### config.mk
export PLATFORM = sky130hd
export DESIGN_NAME = fifo_wr_arbiter
export DESIGN_NICKNAME = d
export VERILOG_FILES = /design/src/rtl/fifo_arb_pkg.sv /design/src/rtl/rr_arbiter.sv /design/src/rtl/fifo_wr_arbiter.sv
export SDC_FILE = /design/constraint.sdc
export NUM_CORES = 1
export LEC_CHECK = 0
export ABC_AREA = 1
export BUFFER_PORTS_ARGS = -buffer_cell sky130_fd_sc_hd__clkbuf_2
export CORE_AREA = 2 2 361 363
export CTS_CLUSTER_SIZE = 28
export DETAILED_ROUTE_END_ITERATION = 12
export DIE_AREA = 0 0 363 365
export GPL_TIMING_DRIVEN = 1
export PLACE_DENSITY = 0.43
export SLEW_MARGIN = 25
export SYNTH_ARGS = -nofsm -noshare
export SYNTH_HDL_FRONTEND = slang
export SYNTH_SLANG_ARGS = --single-unit
### constraint.sdc
create_clock -name clock -period 3 [get_ports clock]
set_clock_uncertainty 0.05 [all_clocks]
set_input_delay 0.6 -clock clock [delete_from_list [all_inputs] [get_ports clock]]
set_output_delay 0.6 -clock clock [all_outputs]
set_load 0.005 [all_outputs]
### src/rtl/fifo_arb_pkg.sv
// Shared types and the round-robin pick helper for the FIFO port arbiters.
package fifo_arb_pkg;

    localparam int unsigned DATA_W_DEF = 128;
    localparam int unsigned MAX_REQ    = 32;
    localparam int unsigned IDX_MAX_W  = 5;

    typedef enum logic {
        IDLE,
        BURST
    } arb_state_e;

    typedef struct packed {
        logic                 found;
        logic [IDX_MAX_W-1:0] idx;
    } rr_pick_t;

    // First set bit of valid[num_req-1:0] searching from ptr+1 upward, wrapping.
    function automatic rr_pick_t rr_pick(input logic [MAX_REQ-1:0] valid,
                                         input int unsigned        ptr,
                                         input int unsigned        num_req);
        rr_pick_t    res;
        int unsigned cand;
        res = '0;
        for (int unsigned off = 1; off <= num_req; off++) begin
            cand = ptr + off;
            if (cand >= num_req) begin
                cand = cand - num_req;
            end
            if (!res.found && valid[IDX_MAX_W'(cand)]) begin
                res.found = 1'b1;
                res.idx   = IDX_MAX_W'(cand);
            end
        end
        return res;
    endfunction

endpackage

### src/rtl/rr_arbiter.sv
// Combinational round-robin priority pick: lowest valid index after ptr wins.
module rr_arbiter
    import fifo_arb_pkg::*;
#(
    parameter  int unsigned NUM_REQ = 4,
    localparam int unsigned IDX_W   = $clog2(NUM_REQ)
) (
    input  logic [NUM_REQ-1:0] valid,
    input  logic [IDX_W-1:0]   ptr,
    output logic               found,
    output logic [IDX_W-1:0]   idx
);

    logic [MAX_REQ-1:0] valid_ext;
    rr_pick_t           pick;

    always_comb begin
        valid_ext                = '0;
        valid_ext[NUM_REQ-1:0]   = valid;
        pick                     = rr_pick(valid_ext, 32'(ptr), NUM_REQ);
    end

    assign found = pick.found;
    assign idx   = IDX_W'(pick.idx);

endmodule

### src/rtl/fifo_wr_arbiter.sv
// Round-robin, burst-locked arbiter sharing the write FIFO port between requesters.
module fifo_wr_arbiter
    import fifo_arb_pkg::*;
#(
    parameter  int unsigned NUM_REQ   = 4,
    parameter  int unsigned DATA_W    = DATA_W_DEF,
    parameter  int unsigned CNT_W     = 256,
    parameter  int unsigned DEPTH     = 16,
    parameter  int unsigned MAX_BURST = 4,
    localparam int unsigned IDX_W     = $clog2(NUM_REQ),
    localparam int unsigned BEAT_W    = $clog2(MAX_BURST + 1)
) (
    input  logic                      clock,
    input  logic                      rst,
    input  logic [NUM_REQ-1:0]        req_valid,
    input  logic [NUM_REQ*DATA_W-1:0] req_data,
    input  logic [NUM_REQ-1:0]        req_last,
    output logic [NUM_REQ-1:0]        req_ready,
    output logic                      wr,
    output logic [DATA_W-1:0]         D_in,
    input  logic                      full,
    input  logic [CNT_W-1:0]          fifo_cnt,
    output logic [IDX_W-1:0]          grant_id,
    output logic                      busy
);

    arb_state_e        state_q, state_d;
    logic [IDX_W-1:0]  rr_ptr_q, rr_ptr_d;
    logic [BEAT_W-1:0] beat_cnt_q, beat_cnt_d;
    logic [IDX_W-1:0]  grant_id_q, grant_id_d;
    logic              busy_q, busy_d;

    logic              pick_found;
    logic [IDX_W-1:0]  pick_idx;
    logic [CNT_W:0]    cnt_plus_burst;
    logic              room;

    logic              g_valid;
    logic              g_last;
    logic [DATA_W-1:0] g_data;

    rr_arbiter #(
        .NUM_REQ(NUM_REQ)
    ) u_rr (
        .valid(req_valid),
        .ptr  (rr_ptr_q),
        .found(pick_found),
        .idx  (pick_idx)
    );

    // One extra bit so a near-saturated fifo_cnt cannot wrap into "room".
    assign cnt_plus_burst = {1'b0, fifo_cnt} + (CNT_W+1)'(MAX_BURST);
    assign room           = cnt_plus_burst <= (CNT_W+1)'(DEPTH);

    always_comb begin
        g_valid = 1'b0;
        g_last  = 1'b0;
        g_data  = '0;
        for (int unsigned i = 0; i < NUM_REQ; i++) begin
            if (grant_id_q == IDX_W'(i)) begin
                g_valid = req_valid[i];
                g_last  = req_last[i];
                g_data  = req_data[i*DATA_W +: DATA_W];
            end
        end
    end

    always_comb begin
        state_d    = state_q;
        rr_ptr_d   = rr_ptr_q;
        beat_cnt_d = beat_cnt_q;
        grant_id_d = grant_id_q;
        busy_d     = busy_q;
        req_ready  = '0;
        wr         = 1'b0;
        D_in       = '0;

        case (state_q)
            IDLE: begin
                if (pick_found && room) begin
                    grant_id_d = pick_idx;
                    beat_cnt_d = '0;
                    busy_d     = 1'b1;
                    state_d    = BURST;
                end
            end
            BURST: begin
                for (int unsigned i = 0; i < NUM_REQ; i++) begin
                    req_ready[i] = (grant_id_q == IDX_W'(i)) && !full;
                end
                wr   = g_valid && !full;
                D_in = g_data;
                if (wr) begin
                    beat_cnt_d = beat_cnt_q + 1'b1;
                    if (g_last || (beat_cnt_q == BEAT_W'(MAX_BURST - 1))) begin
                        rr_ptr_d   = grant_id_q;
                        beat_cnt_d = '0;
                        busy_d     = 1'b0;
                        state_d    = IDLE;
                    end
                end
            end
            default: begin
                state_d = IDLE;
            end
        endcase
    end

    always_ff @(posedge clock or negedge rst) begin
        if (!rst) begin
            state_q    <= IDLE;
            rr_ptr_q   <= IDX_W'(NUM_REQ - 1);
            beat_cnt_q <= '0;
            grant_id_q <= '0;
            busy_q     <= 1'b0;
        end else begin
            state_q    <= state_d;
            rr_ptr_q   <= rr_ptr_d;
            beat_cnt_q <= beat_cnt_d;
            grant_id_q <= grant_id_d;
            busy_q     <= busy_d;
        end
    end

    assign grant_id = grant_id_q;
    assign busy     = busy_q;

endmodule

======== After elaboration in Yosys (flattened, before gate mapping) ========
Index checks and enable logic that the tools add are counted.
cells by class
  $lt $le $gt $ge ......................... 9
  add/sub/neg operators ................... 10
  equal/unequal tests ..................... 7
  reductions and logical operators ........ 19
  bitwise gates (word level) .............. 1
  multiplexer cells ....................... 43
operator list
  operator                 number
  $mux 128                 5
  $add 256x3->257 const B  1
  $le 257x5->1 const B     1
  $ge 32x3->1 const B      4
  $lt 5x6->1 const B       4
  $mux 6                   4
  $bmux 1 s5               4
  $mux 5                   4
  $sub 5x3->5 const B      4
  $mux 1                   19
  $logic_and 1x1->1        9
  $mux 3                   3
  $add 2x2->3 const B      2
  $pmux 3 s2               1
  $reduce_and 3->1         2
  $add 2x3->4 const B      1
  $eq 2x2->1 const B       2
  $logic_not 1->1          4
  $mux 4                   1
  $ne 2x1->1 const B       2
  $pmux 1 s2               2
  $reduce_and 2->1         2
  $add 2x1->3 const B      1
  $add 3x1->3 const B      1
  6 further kinds          6
word-level totals
  input port bits ......................... 779
  output and inout bits ................... 136
  logic and storage cells ................. 94
  register bits ........................... 9

======== Depth between registers and ports, before layout ========
Gate-level depths: netlist of run 1.
  depth in word-level cells ............... 18
  mapped depth ............................ 23

======== Cells and area by module ========
Synthesis of run 1 repeated with hierarchy kept, for this count alone.
second synthesis, totals
  cells, all modules ...................... 3922
  area total of the unflattened synthesis .. 17574.4 µm²
by module, submodules not included
  module           cells each  instances  area each (µm²)
  fifo_wr_arbiter  3866        1          17257.8
  rr_arbiter       56          1          316.6

======== Least setup slack after synthesis of run 1 ========
Ideal clock, no wire load.
  kind .................................... register to register
  from .................................... reg rr_ptr_q[0]
  to ...................................... reg beat_cnt_q[0]
  buffers on the path ..................... 1
  cell stages (with the launch flop) ...... 21
  setup time .............................. 0.118 ns
  path slack .............................. 0.291 ns
  arrival time ............................ 2.541 ns
  data required time ...................... 2.832 ns
  clock period less this slack ............ 2.709 ns
  cell sequence ........................... dfstp_2 clkbuf_1 inv_1 ha_1 inv_1 nand2_1 nand3_1 nand4_1 nand2_1 nor2_1 nand2_1 nor2_1 nand2_1 nor2_1 nand2_1 nor2_1 nand2_1 nor2_2 nand3_2 nand3_1 nand2_1
on the way
  word-level cells in the longest chain between the ends .. 18
  elaborated cells between the ends (all ways) .. 37
  those cells by class .................... add/sub: 8; order compare: 4; eq/ne: 1; mux: 16; reduce/logical: 8
RTL lines
  element                                     RTL line                                RTL
  start: declaration                          fifo_wr_arbiter.sv:28                   logic [IDX_W-1:0] rr_ptr_q, rr_ptr_d;
  start signal: assignment                    fifo_wr_arbiter.sv:112                  rr_ptr_q <= IDX_W'(NUM_REQ - 1);
  start signal: assignment                    fifo_wr_arbiter.sv:118                  rr_ptr_q <= rr_ptr_d;
  $add 2x1->3                                 fifo_arb_pkg.sv:26                      cand = ptr + off;
  $ge 32x3->1 or $sub 5x3->5 (tied branches)  fifo_arb_pkg.sv:27, fifo_arb_pkg.sv:28
  $mux 5                                      fifo_arb_pkg.sv:27                      if (cand >= num_req) begin
  $bmux 1 s5                                  fifo_arb_pkg.sv:30                      if (!res.found && valid[IDX_MAX_W'(cand)]) begin
  $mux 1 (not written as such)                fifo_arb_pkg.sv:30
  $mux 6                                      fifo_arb_pkg.sv:30
  $logic_not 1->1                             fifo_arb_pkg.sv:30
  $logic_and 1x1->1                           fifo_arb_pkg.sv:30
  [2 not listed]                              n/a
  $logic_and 1x1->1                           fifo_arb_pkg.sv:30
  $mux 6                                      fifo_arb_pkg.sv:30
  $logic_not 1->1                             fifo_arb_pkg.sv:30
  $logic_and 1x1->1                           fifo_arb_pkg.sv:30
  $mux 6 (*)                                  fifo_arb_pkg.sv:30
  $logic_and 1x1->1 (*)                       fifo_wr_arbiter.sv:80                   if (pick_found && room) begin
  $ne 2x2->1 (no line) (*)                    n/a
  $reduce_and 2->1 (no line) (*)              n/a
  end signal: assignment                      fifo_wr_arbiter.sv:119                  beat_cnt_q <= beat_cnt_d;
  end: declaration                            fifo_wr_arbiter.sv:29                   logic [BEAT_W-1:0] beat_cnt_q, beat_cnt_d;
Mark *: on every way between the ends. The rest lies on a longest branch, timed or not. The select of a mux whose other input is x is not followed.
A chain may end at the register's enable or synchronous reset.

======== Worst setup path in the final report of run 1 ========
  from .................................... in fifo_cnt[203]
  to ...................................... reg beat_cnt_q[1]
on the way
  word-level cells in the longest chain between the ends .. 5
RTL lines
  element                     RTL line               RTL
  start: declaration          fifo_wr_arbiter.sv:22  input logic [CNT_W-1:0] fifo_cnt,
  $add 256x3->257             fifo_wr_arbiter.sv:52  assign cnt_plus_burst = {1'b0, fifo_cnt} + (CNT_W+1)'(MAX_BURST);
  $le 257x5->1                fifo_wr_arbiter.sv:53  assign room = cnt_plus_burst <= (CNT_W+1)'(DEPTH);
  $logic_and 1x1->1           fifo_wr_arbiter.sv:80
  $ne 2x2->1 (no line)        n/a
  $reduce_and 2->1 (no line)  n/a
No other way between the ends.

==> out/results.ini, run 1 <==
[hold_path]
hp-class=in2async

[logic_synthesis]
synth_top_cells_by_area=nand2_1, nor2_1, inv_1
avgSynthCellArea_um2=4.37
yosysWarnings=0
ys_seq_area_share_pct=1.29
synth-seq-cells=9
syn_area_um2=17700
synth_cell_types=38
synthFlopType=dfrtp_1
synth_top_area_share_pct=33.3
synth-edff-count=0
syn_inst=4049
synth_async_sr_flop_share_pct=100
syn-num-nets=4835
yosysTopAreaCell=nand2_1

[timing]
setup_violations=7
max_freq_ghz=0.284
worstMarginPinSlew_ns=0.778
hold_viol=0
period_needed_ns=3.52
rsz0062_at_grt=true
finalCritPeriodShare_pct=117
finalSetupTns_ns=-3.31
relSlewSlack_pct=47.9
whs_ns=0.272
maxSlewViolCount=0
fin_ws_ns=-0.517

[global_route]
use_met2_pct=52.5
grt_pass1_wl_mm=320
grt_max_degree=67
grt_antenna_before_repair=67
busiest_layer=met2
gr-usage-met3_pct=9.07
grt_pass1_vias=35900
grt_use_total_pct=36.1
use_met1_pct=50.3
gr-total-overflow=0

[cts]
insertion_delay_ns=0.23
cts_sinks=9
clkTransAtPathRegs_ns=0.04
clockRootBuffer=clkbuf_16
cts_buffers=3
cts_tree=done
hold_buffers=0
htree_levels=1
clk_path_buf_depth=2

[placed_design]
hpwl_mm=230
gp_congestion=1.06
io_buffers=914
dp.cells=7899
pre_cts_slack_ns=-1.36

[layout]
mostFrequentLayoutCells=buf_4, nand2_1, clkbuf_2
drive_gt1_share_pct=50.6
final_cells=7998
final_nets=7084
final_common_cell=buf_4
layout-area-overhead-vs-synth_pct=121

[critical_path]
rr_endpoint=beat_cnt_q[1]
path_delay_family=simple AND/OR/NAND/NOR gates
endpoint=beat_cnt_q[1]
worst-path-buf-inv=5
rr_worst_depth=22
cp-end-kind=register
crit_start=fifo_cnt[203]
rr_startpoint=rr_ptr_q[0]
reg2reg_slack_ns=-0.28
critPathSlowestCell=nor2_1
worst-path-max-fanout=7
worstPathRequired_ns=3.07
crit_top_cell=nand2_1
crit_chain=clkbuf_2, nand2_1, nor2_1, inv_1, nor3_1, nand2_1, nor2_1, nand4_1, buf_4, xor2_1, nand2_1, nor2_1, buf_4, nand3_2, nor2_2, buf_4, nand3_4, nand3_1, nand2_1
crit_cells=19
start_kind=primary input
critical_path_class=in2reg
cp.arrival_ns=3.59
cpPeakStageDelay_ns=0.38

[pwr]
p_per_area_nw_per_um2=83.3
power_frac_clock_pct=7.1
p_sw_w=0.00181
switching_share_pct=55.4
combPwrFrac_pct=89.2
pwr-share-seq_pct=3.7
ir_drop_mv=0.157
p_leak_nw=18.8
p_int_w=0.00146

[drt]
wl_mm=251
drcViolationCount=0
vias=37700
via_per_inst=4.71
drtIter0Drc=4123
detail_route.first_pass.iterations=6
wl_per_cell_um=31.4
postRouteAntennaNets=0

[floorplanning]
fp-row-count=132
fp.dieW_um=363
num_io_pins=915
die_area_um2=132000
core_area_um2=129000
die_h_um=365
start_util_pct=13.8

[status]
violations=negative setup slack
status=finished with violations

[flow_run]
cap_violations=0

## how the worst min path moves through the flow
stage	start	end	cells past startpoint
after floorplan	rst	beat_cnt_q[0]	0
after global placement	beat_cnt_q[2]	beat_cnt_q[2]	2
after detailed placement	beat_cnt_q[2]	beat_cnt_q[2]	2
after CTS	rst	busy	1
after global routing	rst	beat_cnt_q[1]	1
final	rst	beat_cnt_q[2]	1
## sequential cells by signal, indices dropped and copies added (netlist names)
register    flops
busy            1
rr_ptr_q        2
state_q         1
grant_id        2
beat_cnt_q      3
## kinds of logic (layout without fill, tap and decap cells)
logic type                 after synthesis  count (layout)  share of synthesized area [%]
xor gates and xnor gates                60              60                           2.97
DFF                                      9               9                           1.29
and+or+nand+nor                       3181            3181                           73.6
adders and majority gates                7               7                          0.494
AOI/OAI and AO/OA                      321             321                           11.6
buffers and inverters                  471            2719                           9.98
other                                    0              26                              0
## per-layer routing
metal / vias up / part of all wire (%) / routed length [um]
li1: 17400 / - / -
met1: 18100 / 45 / 112000
met2: 1959 / 41 / 102000
met3: 275 / 9.8 / 24700
met4: 14 / 4.7 / 11800
met5: - / 0.035 / 87
## power by group through the flow
stage	clock, W	combinational (W)	sequential [W]
floorplan	0	0.000528	0.000124
global placement	0	0.00250	0.000124
detailed placement	0	0.00249	0.000124
CTS	0.000239	0.00272	0.000122
global route	0.000244	0.00299	0.000122
finish	0.000232	0.00291	0.000122
## area by class of cell
type                            instances  area, um^2
Antenna cell                           26        65.1
Fill cell                           15100       89400
Sequential cell                         9         234
Tap cell                             1675        2100
Timing Repair Buffer                 2330       16200
Inverter                              385        1460
Clock buffer                            4        78.8
Multi-Input combinational cell       3569       19000
## Yosys cell counts, drive strengths merged, types with 7 or more instances
master  number
a21oi       69
and2         9
buf         13
clkbuf      73
dfrtp        7
ha           7
inv        382
nand2     1583
nand3      264
nand3b      52
nand4       94
nor2      1131
nor3        29
o211ai      66
o21ai      102
o21bai      14
o221ai      63
xnor2       22
xor2        38
## per-stage QoR
| stage | power [W] | instance area, um^2 | util, % |
|---|---|---|---|
| 5_1_grt | 0.00335 | 39200 | 30.5 |
| 3_5_place_dp | 0.00261 | 34600 | 26.9 |
| 6_report | 0.00327 | 39200 | 30.5 |
| 4_1_cts | 0.00308 | 38000 | 29.5 |
| 2_1_floorplan | 0.000652 | 17700 | - |
| 3_3_place_gp | 0.00263 | 34600 | 26.9 |
## repair_timing
| action | 4_1_cts | 5_1_grt |
|---|---|---|
| pin swaps | 162 | 128 |
| resized for setup | 879 | 330 |
| endpoints found under the setup margin | 9 | 22 |
| buffers inserted | 58 | 19 |
No activity file was read; power rests on OpenSTA's default activity.
==> run 2: changes to the inputs <==
==> constraint.sdc (replaced) <==
create_clock -name clock -period 3.9 [get_ports clock]
set_clock_uncertainty 0.05 [all_clocks]
set_input_delay 0.78 -clock clock [delete_from_list [all_inputs] [get_ports clock]]
set_output_delay 0.78 -clock clock [all_outputs]
set_load 0.005 [all_outputs]
==> run 2 against run 1 <==
First-iteration DRC count increased by 7.2%. Hold slack better by 0.18 ns. Cell area fell by 11%. The flow still finishes with violations (negative setup slack). Cell count is 2.6% lower. Critical path type unchanged. Clock-buffer cell count is the same. Core utilization down 3.3 points.
==> out/results.ini, run 2 (synthesis results as in run 1) <==
[hold_path]
hp-class=in2async

[cts]
clkTransAtPathRegs_ns=0.04  ; about the same
insertion_delay_ns=0.24  ; about the same
clockRootBuffer=clkbuf_16
htree_levels=1  ; unchanged
clk_path_buf_depth=2  ; unchanged
cts_tree=done
cts_buffers=3  ; unchanged
cts_sinks=9  ; unchanged
hold_buffers=0  ; unchanged

[global_route]
grt_use_total_pct=35.0  ; -1.1 points
grt_antenna_before_repair=72  ; +7.5%
gr-total-overflow=0  ; unchanged
grt_max_degree=68  ; +1.5%
grt_pass1_vias=34300  ; -4.3%
grt_pass1_wl_mm=310  ; -3.2%

[timing]
hold_viol=0  ; unchanged
setup_violations=1  ; -6
period_needed_ns=3.91
worstMarginPinSlew_ns=0.886  ; +0.108 ns
max_freq_ghz=0.256
rsz0062_at_grt=true
finalCritPeriodShare_pct=100
maxSlewViolCount=0  ; unchanged
whs_ns=0.453  ; +0.182 ns
fin_ws_ns=-0.00917  ; +0.508 ns
relSlewSlack_pct=40.7  ; -7.2 points

[layout]
top_register=beat_cnt_q
final_nets=6864  ; -3.1%
drive_gt1_share_pct=41.9  ; -8.8 points
largest_reg_flops=3  ; unchanged
layout-area-overhead-vs-synth_pct=97.5
final_core_util_pct=27.2  ; -3.3 points
mostFrequentLayoutCells=nand2_1, buf_4, clkbuf_2
final_common_cell=nand2_1
final_cells=7788  ; -2.6%

[floorplanning]
die_area_um2=132000  ; unchanged
fp.dieW_um=363  ; unchanged
die_h_um=365  ; unchanged
start_util_pct=13.8  ; unchanged
core_area_um2=129000  ; unchanged
num_io_pins=915  ; unchanged
fp-row-count=132  ; unchanged

[placed_design]
gp_congestion=1.06  ; +0.62%
dp.cells=7727  ; -2.2%
io_buffers=914  ; unchanged
hpwl_mm=224  ; -2.4%

[critical_path]
worstPathRequired_ns=3.97  ; +0.90 ns
cp-end-kind=register
start_kind=primary input
critPathSlowestCell=nor2_2
worst-path-max-fanout=3  ; -4
rr_startpoint=rr_ptr_q[1]
cpPeakStageDelay_ns=0.21  ; -0.17 ns
reg2reg_slack_ns=0.39  ; +0.67 ns
crit_start=fifo_cnt[39]
crit_chain=buf_2, nand2_2, nor2_2, buf_4, nand2_1, buf_4, nor2_1, nand2_1, nor2_1, buf_4, nand2_1, nor3_1, buf_4, nand2_1, xor2_2, buf_4, nand4_1, nor2_1, nand2_1, nor2_4, buf_4, nand3_1, nand2_1, inv_1
rr_endpoint=beat_cnt_q[1]
critical_path_class=in2reg
rr_worst_depth=22  ; unchanged
cp.arrival_ns=3.98  ; +0.39 ns

[pwr]
p_sw_w=0.00129  ; -29%
combPwrFrac_pct=88.0  ; -1.2 points
ir_drop_mv=0.118  ; -25%
p_per_area_nw_per_um2=65.7  ; -21%
p_leak_nw=17.0  ; -9.7%
p_int_w=0.00101  ; -31%
switching_share_pct=56.0  ; +0.58 points
p_total_w=0.00230  ; -30%
power_frac_clock_pct=7.9  ; +0.8 points
pwr-share-seq_pct=4.1  ; +0.4 points

[drt]
drcViolationCount=0  ; unchanged
postRouteAntennaNets=0  ; unchanged
vias=37100  ; -1.5%
wl_per_cell_um=31.5  ; +0.40%
wl_mm=245  ; -2.2%
drtIter0Drc=4419  ; +7.2%
detail_route.first_pass.iterations=6  ; unchanged
via_per_inst=4.77  ; +1.2%

[flow_run]
cap_violations=0  ; unchanged

[status]
violations=negative setup slack
status=finished with violations

run 2: cell count changes in the layout (fill, tap and decap cells not counted), moves of 10 or more:
cell,change
nand2_1,+196
buf_4,-186
nor2_1,+184
nand2_2,-146
nor2_4,-117
nor2_2,-67
clkbuf_2,+63
nand2_4,-49
buf_6,-37
clkbuf_4,-33
clkbuf_8,-25
nand3_1,+23
nand3_2,-16
diode_2,+10
run 2: through the flow:
step	worst slack [ns]	setup TNS (ns)	cell area, um^2
floorplan	1.01	0	17700
global placement	-0.927	-4.78	33300
detailed placement	-0.925	-4.85	33300
CTS	-0.00570	-0.00570	33700
global route	-0.0455	-0.202	35000
finish	-0.00917	-0.00917	35000
run 2: worst max path at each step:
stage | slack, ns | to | cells past startpoint
detailed placement | -0.93 | grant_id[1] | 25
floorplan | 1.01 | beat_cnt_q[0] | 19
global route | -0.05 | grant_id[1] | 24
global placement | -0.93 | grant_id[1] | 25
CTS | -0.006 | grant_id[1] | 24
finish | -0.009 | grant_id[1] | 24
run 2: power by group through the flow:
| stage | logic (W) | clock network, W | registers (W) |
|---|---|---|---|
| 2_1_floorplan | 0.000406 | 0 | 0.0000951 |
| 3_3_place_gp | 0.00186 | 0 | 0.0000951 |
| 3_5_place_dp | 0.00185 | 0 | 0.0000951 |
| 4_1_cts | 0.00187 | 0.000184 | 0.0000939 |
| 5_1_grt | 0.00207 | 0.000190 | 0.0000938 |
| 6_report | 0.00202 | 0.000181 | 0.0000939 |
run 2: routing by layer:
layer  GRT usage (%)  vias to the layer above  part of all wire (%)
met3            8.56                      279                    10
met2            52.8                     2104                    42
met1            48.0                    17800                    44
met4            12.4                       16                   3.9
li1                -                    16900                     -
met5            1.34                        -                  0.14
run 2: critical path: cells and delay by family:
family	cells	cell delay (ns)
and+or+nand+nor	15	1.95
buffers and inverters	8	1.07
xor gates and xnor gates	1	0.20
run 2: what timing repair did:
action / CTS / global route
endpoints found under the setup margin: 7 / 7
pin swaps: 3 / 50
cloned: 0 / 0
setup buffers: 2 / 19
resized for setup: 90 / 395
run 2: final cells by class:
cell class                      count  area (um^2)
Tap cell                         1675         2100
Inverter                          385         1450
Antenna cell                       36         90.1
Fill cell                       15500        93700
Multi-Input combinational cell   3569        17000
Sequential cell                     9          234
Timing Repair Buffer             2110        14000
Clock buffer                        4         78.8
